$ cat config.mk
export PLATFORM = sky130hd
export DESIGN_NAME = hazard_ctrl_flat
export DESIGN_NICKNAME = d
export VERILOG_FILES = /design/src/rtl/hazard_if.sv /design/src/rtl/hazard_ctrl.sv /design/src/flat_wrapper.sv
export SDC_FILE = /design/constraint.sdc
export NUM_CORES = 1
export LEC_CHECK = 0
export BUFFER_PORTS_ARGS = -buffer_cell sky130_fd_sc_hd__buf_2
export CAP_MARGIN = 20
export CORE_AREA = 2 2 39 41
export CTS_BUF_LIST = sky130_fd_sc_hd__clkbuf_8 sky130_fd_sc_hd__clkbuf_16
export DETAILED_ROUTE_END_ITERATION = 8
export DIE_AREA = 0 0 41 43
export GPL_ROUTABILITY_DRIVEN = 0
export GPL_TIMING_DRIVEN = 1
export MAX_ROUTING_LAYER = met4
export PLACE_DENSITY = 0.67
export SLEW_MARGIN = 20
export SYNTH_ARGS = -nofsm -noshare
export SYNTH_HDL_FRONTEND = slang
export SYNTH_SLANG_ARGS = --single-unit
$ cat constraint.sdc
create_clock -name clk -period 1.9 [get_ports clk]
set_input_delay 0.38 -clock clk [delete_from_list [all_inputs] [get_ports clk]]
set_output_delay 0.38 -clock clk [all_outputs]
set_load 0.03 [all_outputs]
$ cat src/rtl/hazard_if.sv
// Decode/execute hazard signals shared between the pipeline and hazard_ctrl.
// The pipeline side is the master; the hazard controller is the slave.
interface hazard_if;
    logic       DecValid;
    logic [5:0] DecRs1;
    logic [5:0] DecRs2;
    logic       DecUsesRs2;
    logic       DecIsFPULong;
    logic [5:0] ExeRd;
    logic       ExeRegWE;
    logic       ExeIsLoad;
    logic       TakenBranch;
    logic       Stall;
    logic       Bubble;
    logic       Flush;
    logic       FPUBusy;
    logic       FPUDone;

    modport master (
        output DecValid, DecRs1, DecRs2, DecUsesRs2, DecIsFPULong,
        output ExeRd, ExeRegWE, ExeIsLoad, TakenBranch,
        input  Stall, Bubble, Flush, FPUBusy, FPUDone
    );

    modport slave (
        input  DecValid, DecRs1, DecRs2, DecUsesRs2, DecIsFPULong,
        input  ExeRd, ExeRegWE, ExeIsLoad, TakenBranch,
        output Stall, Bubble, Flush, FPUBusy, FPUDone
    );
endinterface

$ cat src/rtl/hazard_ctrl.sv
// Pipeline hazard controller: one bubble per load-use, FPU_LAT-1 stall cycles
// behind each long FPU op, and IF/ID flush on taken branches when decode moves.
module hazard_ctrl #(
    parameter int FPU_LAT = 4
) (
    input  logic    clk,
    input  logic    reset,
    hazard_if.slave hz
);

    if (FPU_LAT < 2 || FPU_LAT > 15) begin : g_bad_lat
        $error("hazard_ctrl: FPU_LAT must be in 2..15");
    end

    typedef enum logic [1:0] {
        IDLE     = 2'd0,
        LOADUSE  = 2'd1,
        FPU_WAIT = 2'd2
    } state_t;

    localparam logic [3:0] CNT_INIT = 4'(FPU_LAT - 2);

    state_t     state_q, state_d;
    logic [3:0] cnt_q, cnt_d;
    logic       load_haz;
    logic       stall, bubble, flush, fpu_busy, fpu_done;

    // f0 lives at address 32, so only address 0 is treated as a non-register.
    always_comb begin
        load_haz = hz.DecValid && hz.ExeIsLoad && hz.ExeRegWE && (hz.ExeRd != 6'd0) &&
                   ((hz.ExeRd == hz.DecRs1) || (hz.DecUsesRs2 && (hz.ExeRd == hz.DecRs2)));
    end

    always_comb begin
        state_d = state_q;
        cnt_d   = cnt_q;
        stall   = 1'b0;
        bubble  = 1'b0;
        unique case (state_q)
            IDLE: begin
                if (load_haz) begin
                    stall   = 1'b1;
                    bubble  = 1'b1;
                    state_d = LOADUSE;
                end else if (hz.DecValid && hz.DecIsFPULong) begin
                    cnt_d   = CNT_INIT;
                    state_d = FPU_WAIT;
                end
            end
            // The load has reached MEM; forwarding covers the dependent op.
            LOADUSE: state_d = IDLE;
            FPU_WAIT: begin
                stall  = 1'b1;
                bubble = 1'b1;
                if (cnt_q == 4'd0) begin
                    state_d = IDLE;
                end else begin
                    cnt_d = cnt_q - 4'd1;
                end
            end
            default: state_d = IDLE;
        endcase
    end

    always_comb begin
        flush    = hz.TakenBranch && !stall;
        fpu_busy = (state_q == FPU_WAIT);
        fpu_done = (state_q == FPU_WAIT) && (cnt_q == 4'd0);
    end

    always_ff @(posedge clk) begin
        if (reset) begin
            state_q <= IDLE;
            cnt_q   <= 4'd0;
        end else begin
            state_q <= state_d;
            cnt_q   <= cnt_d;
        end
    end

    // Reset masks every output combinationally, independent of the inputs.
    assign hz.Stall   = !reset && stall;
    assign hz.Bubble  = !reset && bubble;
    assign hz.Flush   = !reset && flush;
    assign hz.FPUBusy = !reset && fpu_busy;
    assign hz.FPUDone = !reset && fpu_done;

endmodule

$ cat src/flat_wrapper.sv
// flat-port wrapper written by rule: the top's interface ports become plain ports
module hazard_ctrl_flat 
#(
    parameter int FPU_LAT = 4
)
  (clk, reset, hz_DecValid, hz_DecRs1, hz_DecRs2, hz_DecUsesRs2, hz_DecIsFPULong, hz_ExeRd, hz_ExeRegWE, hz_ExeIsLoad, hz_TakenBranch, hz_Stall, hz_Bubble, hz_Flush, hz_FPUBusy, hz_FPUDone);
  hazard_if hz_i ();
  input  logic clk;
  input  logic reset;
  input wire logic [$bits(hz_i.DecValid)-1:0] hz_DecValid;
  input wire logic [$bits(hz_i.DecRs1)-1:0] hz_DecRs1;
  input wire logic [$bits(hz_i.DecRs2)-1:0] hz_DecRs2;
  input wire logic [$bits(hz_i.DecUsesRs2)-1:0] hz_DecUsesRs2;
  input wire logic [$bits(hz_i.DecIsFPULong)-1:0] hz_DecIsFPULong;
  input wire logic [$bits(hz_i.ExeRd)-1:0] hz_ExeRd;
  input wire logic [$bits(hz_i.ExeRegWE)-1:0] hz_ExeRegWE;
  input wire logic [$bits(hz_i.ExeIsLoad)-1:0] hz_ExeIsLoad;
  input wire logic [$bits(hz_i.TakenBranch)-1:0] hz_TakenBranch;
  output wire logic [$bits(hz_i.Stall)-1:0] hz_Stall;
  output wire logic [$bits(hz_i.Bubble)-1:0] hz_Bubble;
  output wire logic [$bits(hz_i.Flush)-1:0] hz_Flush;
  output wire logic [$bits(hz_i.FPUBusy)-1:0] hz_FPUBusy;
  output wire logic [$bits(hz_i.FPUDone)-1:0] hz_FPUDone;
  assign hz_i.DecValid = hz_DecValid;
  assign hz_i.DecRs1 = hz_DecRs1;
  assign hz_i.DecRs2 = hz_DecRs2;
  assign hz_i.DecUsesRs2 = hz_DecUsesRs2;
  assign hz_i.DecIsFPULong = hz_DecIsFPULong;
  assign hz_i.ExeRd = hz_ExeRd;
  assign hz_i.ExeRegWE = hz_ExeRegWE;
  assign hz_i.ExeIsLoad = hz_ExeIsLoad;
  assign hz_i.TakenBranch = hz_TakenBranch;
  assign hz_Stall = hz_i.Stall;
  assign hz_Bubble = hz_i.Bubble;
  assign hz_Flush = hz_i.Flush;
  assign hz_FPUBusy = hz_i.FPUBusy;
  assign hz_FPUDone = hz_i.FPUDone;
  hazard_ctrl #(.FPU_LAT(FPU_LAT)) u_core (.clk(clk), .reset(reset), .hz(hz_i));
endmodule
After elaboration in Yosys (flattened, before gate mapping):

Cells that the tools add are included.

* bits in registers: 6

* add/sub/neg operators: 1
* equal/unequal tests: 8
* multiplexer cells: 10
* reductions and logical operators: 21

Operators with widths (number)
* $eq 6x6->1: 2
* $logic_and 1x1->1: 12
* $mux 4: 3
* $pmux 4 s2: 1
* $mux 2: 3
* $ne 2x2->1 const B: 3
* $reduce_bool 6->1: 1
* $logic_not 4->1: 1
* $pmux 2 s2: 1
* $reduce_and 4->1: 1
* $sub 4x1->4 const B: 1
* $ne 3x1->1 const B: 1
* $eq 2x2->1 const B: 1
* $logic_not 1->1: 2
* $logic_not 2->1: 1
* $ne 2x1->1 const B: 1
* $pmux 1 s2: 1
* $reduce_and 2->1: 1
* $reduce_bool 2->1: 1
* $logic_or 1x1->1: 1
* $mux 1: 1

Depth between registers and ports, before layout:

Gate-level depths: netlist of run 1.

* depth in word-level cells: 9
* depth in mapped cells: 7
* mapped depth without buffers: 7

Worst setup path before layout of run 1:

No wires, ideal clock.

* kind: input to output
* start point: in hz_ExeRd[5]
* end point: out hz_Stall
* arrival time: 1.920 ns
* path slack: -0.400 ns
* stages: 6
* path buffers: 1
* path through: xnor2_1 > nand3_1 > o22ai_2 > a21oi_1 > nor3_1 > buf_4

* longest elaborated chain between the ends: 7

RTL lines
* from (decl): RTL line flat_wrapper.sv:15 `input wire logic [$bits(hz_i.ExeRd)-1:0] hz_ExeRd;`
* $eq 6x6->1: RTL line hazard_ctrl.sv:31 `((hz.ExeRd == hz.DecRs1) || (hz.DecUsesRs2 && (hz.ExeRd == hz.DecRs2)));`
* $logic_and 1x1->1: RTL line hazard_ctrl.sv:31
* $logic_or 1x1->1: RTL line hazard_ctrl.sv:31
* $logic_and 1x1->1 *: RTL line hazard_ctrl.sv:30 `load_haz = hz.DecValid && hz.ExeIsLoad && hz.ExeRegWE && (hz.ExeRd != 6'd0) &&`
* $mux 1 *
* $pmux 1 s2 *
* $logic_and 1x1->1 *
* to (decl): RTL line flat_wrapper.sv:19 `output wire logic [$bits(hz_i.Stall)-1:0] hz_Stall;`

Every way passes the cells marked *; elsewhere a longest branch is shown, timed or not.

Final worst setup path of run 1:

* start point: in hz_ExeRd[2]
* end point: out hz_Flush

* longest elaborated chain between the ends: 9

RTL lines
* $eq 6x6->1: RTL line hazard_ctrl.sv:31
* $logic_and 1x1->1: RTL line hazard_ctrl.sv:31
* $logic_or 1x1->1: RTL line hazard_ctrl.sv:31
* $logic_and 1x1->1 *: RTL line hazard_ctrl.sv:30
* $mux 1 *: RTL line hazard_ctrl.sv:41 `if (load_haz) begin`
* $pmux 1 s2 *: RTL line hazard_ctrl.sv:39 `unique case (state_q)`
* $logic_not 1->1 *: RTL line hazard_ctrl.sv:66 `flush = hz.TakenBranch && !stall;`
* $logic_and 1x1->1 *: RTL line hazard_ctrl.sv:66
* $logic_and 1x1->1 *: RTL line hazard_ctrl.sv:84 `assign hz.Flush = !reset && flush;`
* to (decl): RTL line flat_wrapper.sv:21 `output wire logic [$bits(hz_i.Flush)-1:0] hz_Flush;`

Marks and branches as above.

==> impl_metrics.toml, run 1 <==
[critical_path]
reg2reg_slack_ns = 0.17
r2r-end = "u_core.cnt_q[2]"
worstSetupEndpointType = "output port"
arrival_ns = 1.45
worst-setup-path-type = "in2out"
critPathLaunchType = "input pin"
cp.required_ns = 1.52
cp_max_fo = 3
rr_worst_depth = 7
rr_startpoint = "u_core.cnt_q[0]"

[run]
maxCapViolCount = 0

[final_layout]
area.growth.synth_to_final_pct = 63.5
multi_input_area_um2 = 429
regArea_um2 = 120
antenna_cells = 0
fill_cells = 126
fin_nets = 124
drive_gt1_frac = 0.511

[sta]
clock_skew_ns = 0.00466
fmax_mhz = 546
setup_viol = 0
period_share = 0.965
final_max_slew_viol_count = 0
hold_viol = 0
rsz0062_at_grt = "false"
final.setup.tns_ns = 0
tightestPinTransition_ns = 0.375
fin_crit_ns = 1.83
fin_hold_ws_ns = 0.444
fin_ws_ns = 0.0674
relSlewSlack = 0.749

[yosys]
ys_seq_elements = 6
ys_types = 27
yosys.area.top_type = "dfxtp_1"
ys.warnings.count = 0
synthCells = 59
avgSynthCellArea_um2 = 8.42
syn-cell-area_um2 = 497
seq_area_frac_synth = 0.242
synth_fp_nets = 87
netlist.area_leader.share = 0.242
ys_top_cells_by_area = "dfxtp_1 (24%), xnor2_1 (21%), ha_1 (5.0%), a21oi_1 (4.0%), nand2b_1 (3.8%)"

[min_path]
hold-path-cell-count = 2
min-delay-start = "reset"
hold_path.class = "in2reg"
hold_path_end = "u_core.cnt_q[3]"

[global_route]
grt_pass1_vias = 550
grt_first_pass_wirelength_mm = 1.95
gr-usage-all-layers = 0.160
grt_antenna_before_repair = 0
overflow = 0
grt_max_degree = 10

[clocking]
cts.hold.buffers_added = 0
cts_tree = "yes"
h-tree-depth = 1
clock-sinks = 6
cts_buffer_depth = 2
root_buffer = "clkbuf_8"
clk_pin_slew_ns = 0.04
cts_buffers = 3
clk_latency_ns = 0.22

[floorplanning]
dieWidth_um = 41
core_um2 = 1380
io_pins = 31
die_y_um = 43
start_util = 0.359
fp-row-count = 14
dieArea_um2 = 1760

[routing]
m1WireLength_um = 558
dr.pass1.iters = 3
wirelength_mm = 1.27
drt-initial-drc-count = 6
dr.max_layer_used = "met3"
post_drt_via_cell_ratio = 5.16
vias = 568
drtAntennaViolNets = 0
met3WireLength_um = 74
wl_per_cell_um = 11.6
drc = 0
met2_length_um = 638

[status]
status = "complete, no violations"

[place]
dp_hpwl_mm = 1.01
numPortBuffers = 30
pre_cts_ws_ns = -0.0615

[power_and_ir_drop]
swShare = 0.272
power_frac_comb = 0.298
vdd.ir_drop.worst_v = 0.000504
pwr-share-seq = 0.295
clock_power_share = 0.407
power.density_nw_per_um2 = 578
power_leakage_nw = 0.366
cell_internal_pwr_w = 0.000342
switchingPower_w = 0.000128
==> how the worst max path moves through the flow <==
| stage | start | end | slack (ns) | depth (start not counted) |
|---|---|---|---|---|
| after floorplan | hz_ExeRd[5] | hz_Stall | 0.03 | 6 |
| after global placement | hz_ExeRd[2] | hz_Bubble | 0.01 | 8 |
| after detailed placement | hz_ExeRd[4] | hz_Stall | -0.06 | 8 |
| after CTS | hz_ExeRd[0] | hz_Flush | 0.004 | 6 |
| after global routing | hz_ExeRd[2] | hz_Flush | 0.003 | 7 |
| final | hz_ExeRd[2] | hz_Flush | 0.07 | 7 |
==> per-stage QoR <==
step                      utilization  instances  total power [W]  area [um2]
after floorplan                     -         59         0.000210         508
after global placement          0.501        107         0.000259         693
after detailed placement        0.501        107         0.000262         693
after CTS                       0.565        110         0.000467         782
after global routing            0.587        110         0.000491         812
final                           0.587        110         0.000470         812
==> cells in the mapped netlist <==
| cell type | number |
|---|---|
| and4b_2 | 1 |
| inv_1 | 3 |
| a21o_2 | 1 |
| o21a_1 | 1 |
| buf_4 | 1 |
| dfxtp_1 | 6 |
| and2_1 | 1 |
| nor2_1 | 3 |
| nand3_1 | 3 |
| o31ai_1 | 1 |
| nand2_1 | 1 |
| a21boi_0 | 1 |
| nand2b_1 | 3 |
| nor3_1 | 2 |
| a21oi_1 | 4 |
| ha_1 | 2 |
| nand4_1 | 2 |
| nor4_1 | 1 |
| xnor2_1 | 12 |
| and3_1 | 1 |
| o211a_1 | 1 |
| a21o_1 | 1 |
| nor3b_1 | 1 |
| a31oi_1 | 2 |
| nand3b_1 | 1 |
| o22ai_2 | 1 |
| a311oi_1 | 2 |
==> critical path: stages <==
cell     delay (ns)
buf_2          0.15
xnor2_2        0.12
nand4_1        0.13
o22ai_2        0.19
a21oi_2        0.10
o211a_1        0.22
buf_4          0.16
==> repair_timing <==
action,in CTS,in global routing
gates cloned,0,0
pin swaps,7,5
buffers inserted,1,0
gates resized for setup,10,6
endpoints found under the setup margin,2,3
==> placed cells by master, fill, tap and decap left out, types with 2 or more instances in the layout <==
cell type / Yosys / layout
a21oi_1: 4 / 2
buf_2: 0 / 26
nand3_1: 3 / 3
clkbuf_8: 0 / 3
nand2b_1: 3 / 3
dfxtp_1: 6 / 6
xnor2_2: 0 / 5
inv_1: 3 / 3
a31oi_1: 2 / 2
xnor2_1: 12 / 7
ha_1: 2 / 2
a311oi_1: 2 / 2
nor2_1: 3 / 3
a21oi_2: 0 / 2
buf_4: 1 / 5
buf_6: 0 / 2
nand4_1: 2 / 2
==> cells by family after synthesis <==
| logic type | synth area share |
|---|---|
| buffers and inverters | 0.0378 |
| XOR/XNOR | 0.212 |
| AND/OR/NAND/NOR | 0.234 |
| flip-flops | 0.242 |
| adder cells (fa/ha/maj) | 0.0504 |
| AO/OA/AOI/OAI | 0.224 |
==> power groups by stage <==
stage	sequential (W)	combinational (W)	clock, W
global placement	0.000140	0.000119	0
global route	0.000140	0.000153	0.000199
CTS	0.000138	0.000133	0.000196
floorplan	0.000138	0.0000716	0
finish	0.000139	0.000140	0.000191
detailed placement	0.000140	0.000122	0
==> routing by layer <==
layer / vias up / GRT usage
met5: - / -
met4: 0 / 0.0400
met3: 0 / 0.0628
met2: 18 / 0.278
met1: 263 / 0.157
li1: 287 / -
==> registers in the layout, summed over array words and instances (netlist names) <==
register,count
u_core.cnt_q,4
u_core.state_q,2
==> area by class of cell <==
cell class / instances / area share
multi-input combinational: 49 / 0.529
timing repair buffer: 33 / 0.234
sequential: 6 / 0.148
clock buffer: 3 / 0.0508
tap: 16 / 0.0247
inverter: 3 / 0.0139
Power figures use the tool's default switching activity.
==> inputs of run 2 (changes only) <==
--- a/constraint.sdc
+++ b/constraint.sdc
@@ -3,2 +3,2 @@
 set_output_delay 0.38 -clock clk [all_outputs]
-set_load 0.03 [all_outputs]
+set_load 0.1 [all_outputs]
==> impl_metrics.toml, run 2 (synthesis gave the netlist of run 1 again) <==
[status]
status = "finished with violations"
violations = "negative setup slack"

[routing]
wl_per_cell_um = 15.4
drt-initial-drc-count = 11
dr.pass1.iters = 4
vias = 604
drc = 0
drtAntennaViolNets = 0
wirelength_mm = 1.69
post_drt_via_cell_ratio = 5.49

[critical_path]
rr_worst_depth = 7
worstSetupEndpointType = "output port"
worst-setup-path-type = "in2out"
cp_max_fo = 2
arrival_ns = 1.60
r2r-end = "u_core.cnt_q[3]"
crit_family = "simple AND/OR/NAND/NOR gates"
slowest_delay_ns = 0.26
cp_cell_sequence = "buf_6, xnor2_2, nand4_1, o22ai_2, a21oi_2, nor3_4, buf_12"
reg2reg_slack_ns = 0.14
worstSetupPathDepth = 7
cp.required_ns = 1.52
critPathLaunchType = "input pin"
rr_startpoint = "u_core.cnt_q[0]"
crit_buf_inv = 2
cpMaxStageDelayCell = "o22ai_2"
critical_path.startpoint = "hz_DecRs2[4]"

[place]
numPortBuffers = 30
pre_cts_ws_ns = -0.0845
dpl-instance-area_um2 = 817
dp_hpwl_mm = 1.03

[power_and_ir_drop]
clock_power_share = 0.358
power_frac_comb = 0.381
switchingPower_w = 0.000166
swShare = 0.310
pwr-share-seq = 0.261
cell_internal_pwr_w = 0.000368
power.density_nw_per_um2 = 563
vdd.ir_drop.worst_v = 0.000497
power_leakage_nw = 0.406
power_w = 0.000534

[global_route]
grt_antenna_before_repair = 0
use_met3 = 0.0995
overflow = 0
gr-usage-all-layers = 0.201
grt_use_met2 = 0.316
top_usage_layer = "met2"
grt_first_pass_wirelength_mm = 2.31
grt_max_degree = 10
grt.met1_usage = 0.222
grt_pass1_vias = 572

[sta]
setup_viol = 3
relSlewSlack = 0.792
final.setup.tns_ns = -0.221
hold_viol = 0
fmax_mhz = 505
tightestPinTransition_ns = 0.311
fin_crit_ns = 1.98
period_share = 1.04
final_max_slew_viol_count = 0
clock_skew_ns = 0.00538
rsz0062_at_grt = "true"
fin_ws_ns = -0.0822

[final_layout]
antenna_cells = 0
largest_reg_flops = 4
final_cell_area_um2 = 948
area.growth.synth_to_final_pct = 90.9
final_cell_mix = "buf_2 (18), xnor2_2 (8), dfxtp_1 (6)"
drive_gt1_frac = 0.585
top_regs = "u_core.cnt_q: 4 flops, u_core.state_q: 2 flops"
final_common_cell = "buf_2"
fin_nets = 124
regMostFlops = "u_core.cnt_q"

[min_path]
min-delay-start = "reset"
hold_path_end = "u_core.cnt_q[2]"
hold_path.class = "in2reg"
hold-path-cell-count = 2

[clocking]
h-tree-depth = 1
clk_latency_ns = 0.23
cts_tree = "yes"
clock-sinks = 6
cts_buffer_depth = 2
root_buffer = "clkbuf_8"
cts_buffers = 3
clk_pin_slew_ns = 0.04
cts_setup_buffers = 0

[run]
maxCapViolCount = 0

[floorplanning]
fp-row-count = 14
dieWidth_um = 41
start_util = 0.359
die_y_um = 43
io_pins = 31
dieArea_um2 = 1760
core_um2 = 1380
## run 2: layout make-up
cell class              instances  area, um2
repair buffers                 33        288
clock buffers                   3       41.3
multi-input cells              49        468
flip-flops and latches          6        120
inverters                       3       11.3
fillers                       106        435
well taps                      16       20.0
## run 2: routing by layer
metal,vias to the layer above,part of all wire
li1,291,-
met1,293,0.40
met2,20,0.54
met3,0,0.061
met4,0,0
met5,-,0
## run 2: how the worst max path moves through the flow
stage	end	slack, ns
detailed placement	hz_Flush	-0.08
global route	hz_Stall	-0.15
global placement	hz_Flush	-0.05
CTS	hz_Flush	-0.01
finish	hz_Bubble	-0.08
floorplan	hz_Stall	-0.52
## run 2: worst register-to-register path, delay by kind of cell (launching register included)
family	cells	cell delay, ns
flops	1	0.34
fa+ha+maj	1	0.21
compound gates	3	0.61
buf+inv	1	0.09
simple gates	2	0.37
## run 2: power groups by stage
| stage | logic, W | registers [W] | clock network, W |
|---|---|---|---|
| floorplan | 0.000107 | 0.000139 | 0 |
| global placement | 0.000173 | 0.000140 | 0 |
| detailed placement | 0.000175 | 0.000140 | 0 |
| CTS | 0.000187 | 0.000138 | 0.000193 |
| global route | 0.000214 | 0.000140 | 0.000203 |
| finish | 0.000203 | 0.000139 | 0.000191 |
## run 2: stage by stage
step	util	std cells	hold slack [ns]
finish	0.685	110	0.449
global route	0.685	110	0.462
CTS	0.655	110	0.452
detailed placement	0.590	107	0.478
global placement	0.590	107	0.472
floorplan	-	59	0.444
## run 2: what timing repair did
item	4_1_cts	5_1_grt
endpoints found under the setup margin	3	6
gates cloned	0	0
pin swaps	9	3
hold buffers	0	0
resized for setup	11	8
==> inputs of run 3 (changes only) <==
- PLACE_DENSITY: 0.67 -> 0.72
==> impl_metrics.toml, run 3 (synthesis gave the netlist of run 1 again) <==
[status]
status = "complete, no violations"

[place]
pre_cts_ws_ns = -0.0541
dpl-instance-area_um2 = 817
numPortBuffers = 30
dp_hpwl_mm = 1.07

[routing]
wirelength_mm = 1.46
drtAntennaViolNets = 0
vias = 598
dr.pass1.iters = 4
post_drt_via_cell_ratio = 5.44
wl_per_cell_um = 13.2
drc = 0
drt-initial-drc-count = 19

[sta]
tightestPinTransition_ns = 0.405
fmax_mhz = 530
period_share = 0.993
final_max_slew_viol_count = 0
fin_ws_ns = 0.0141
fin_crit_ns = 1.89
hold_viol = 0
rsz0062_at_grt = "true"
setup_viol = 0
clock_skew_ns = 0.000153
relSlewSlack = 0.729
fin_hold_ws_ns = 0.453

[critical_path]
crit_family = "simple AND/OR/NAND/NOR gates"
crit_buf_inv = 2
worstSetupEndpointType = "output port"
cp.required_ns = 1.52
cp_cell_sequence = "buf_2, xnor2_2, nand4_1, o22ai_2, a21oi_2, nor3_4, buf_12"
arrival_ns = 1.51
worst-setup-path-type = "in2out"
cp_max_fo = 2
critPathLaunchType = "input pin"
cpMaxStageDelayCell = "nor3_4"
slowest_delay_ns = 0.23

[final_layout]
regMostFlops = "u_core.cnt_q"
drive_gt1_frac = 0.553
regArea_um2 = 120
final_cell_mix = "buf_2 (19), xnor2_2 (7), dfxtp_1 (6)"
multi_input_area_um2 = 448
largest_reg_flops = 4
antenna_cells = 0
fin_nets = 124
final_cell_area_um2 = 918
fill_cells = 109
top_regs = "u_core.cnt_q: 4 flops, u_core.state_q: 2 flops"
final_common_cell = "buf_2"
area.growth.synth_to_final_pct = 84.9

[clocking]
clk_pin_slew_ns = 0.04
cts_buffers = 3
clk_latency_ns = 0.22
cts_tree = "yes"
h-tree-depth = 1
root_buffer = "clkbuf_8"
cts.hold.buffers_added = 0
clock-sinks = 6
cts_buffer_depth = 2

[floorplanning]
dieWidth_um = 41
core_um2 = 1380
io_pins = 31
start_util = 0.359
fp-row-count = 14
dieArea_um2 = 1760
die_y_um = 43

[power_and_ir_drop]
pwr-share-seq = 0.266
swShare = 0.304
switchingPower_w = 0.000159
power_leakage_nw = 0.396
cell_internal_pwr_w = 0.000364
power.density_nw_per_um2 = 570
power_frac_comb = 0.365
clock_power_share = 0.369
vdd.ir_drop.worst_v = 0.000386

[min_path]
hold_path.class = "in2reg"

[run]
maxCapViolCount = 0

[global_route]
grt_first_pass_wirelength_mm = 2.16
grt_antenna_before_repair = 0
gr-usage-all-layers = 0.180
grt_max_degree = 10
grt_pass1_vias = 594
overflow = 0
[run 3: metrics by stage]
step / cells / utilization / TNS (ns) / power [W]
6_report: 110 / 0.664 / 0 / 0.000524
3_5_place_dp: 107 / 0.590 / -0.143 / 0.000316
5_1_grt: 110 / 0.664 / -0.218 / 0.000550
2_1_floorplan: 59 / - / -0.812 / 0.000246
4_1_cts: 110 / 0.638 / 0 / 0.000517
3_3_place_gp: 107 / 0.590 / -0.161 / 0.000313
[run 3: final cells by class]
class                      count  area share
inverter                       3      0.0123
clock buffer                   3      0.0450
timing repair buffer          33       0.302
tap                           16      0.0218
multi-input combinational     49       0.488
sequential                     6       0.131
[run 3: repair_timing]
item                                   4_1_cts  5_1_grt
cloned                                       0        0
gates resized for setup                      5        9
pin swaps                                    8        2
endpoints found under the hold margin        0        0
buffers inserted                             0        0
setup endpoints to repair                    3        4
[run 3: path summary, 6_finish.rpt]
kind / cells past startpoint / to / slack (ns) / from
min: 2 / u_core.cnt_q[3] / 0.45 / reset
max: 7 / hz_Bubble / 0.01 / hz_DecRs2[2]
min reg2reg: 1 / u_core.cnt_q[1] / 0.52 / u_core.cnt_q[1]
max reg2reg: 7 / u_core.cnt_q[2] / 0.10 / u_core.cnt_q[1]
[run 3: power groups by stage]
stage / registers [W] / clock network [W] / logic, W
2_1_floorplan: 0.000139 / 0 / 0.000107
3_3_place_gp: 0.000140 / 0 / 0.000173
3_5_place_dp: 0.000140 / 0 / 0.000176
4_1_cts: 0.000138 / 0.000197 / 0.000182
5_1_grt: 0.000140 / 0.000206 / 0.000205
6_report: 0.000139 / 0.000193 / 0.000191
[run 3: routing by layer]
layer / part of all wire / track usage
met1: 0.39 / 0.200
met2: 0.54 / 0.300
met3: 0.052 / 0.0681
met4: 0.012 / 0.0267
met5: 0 / -
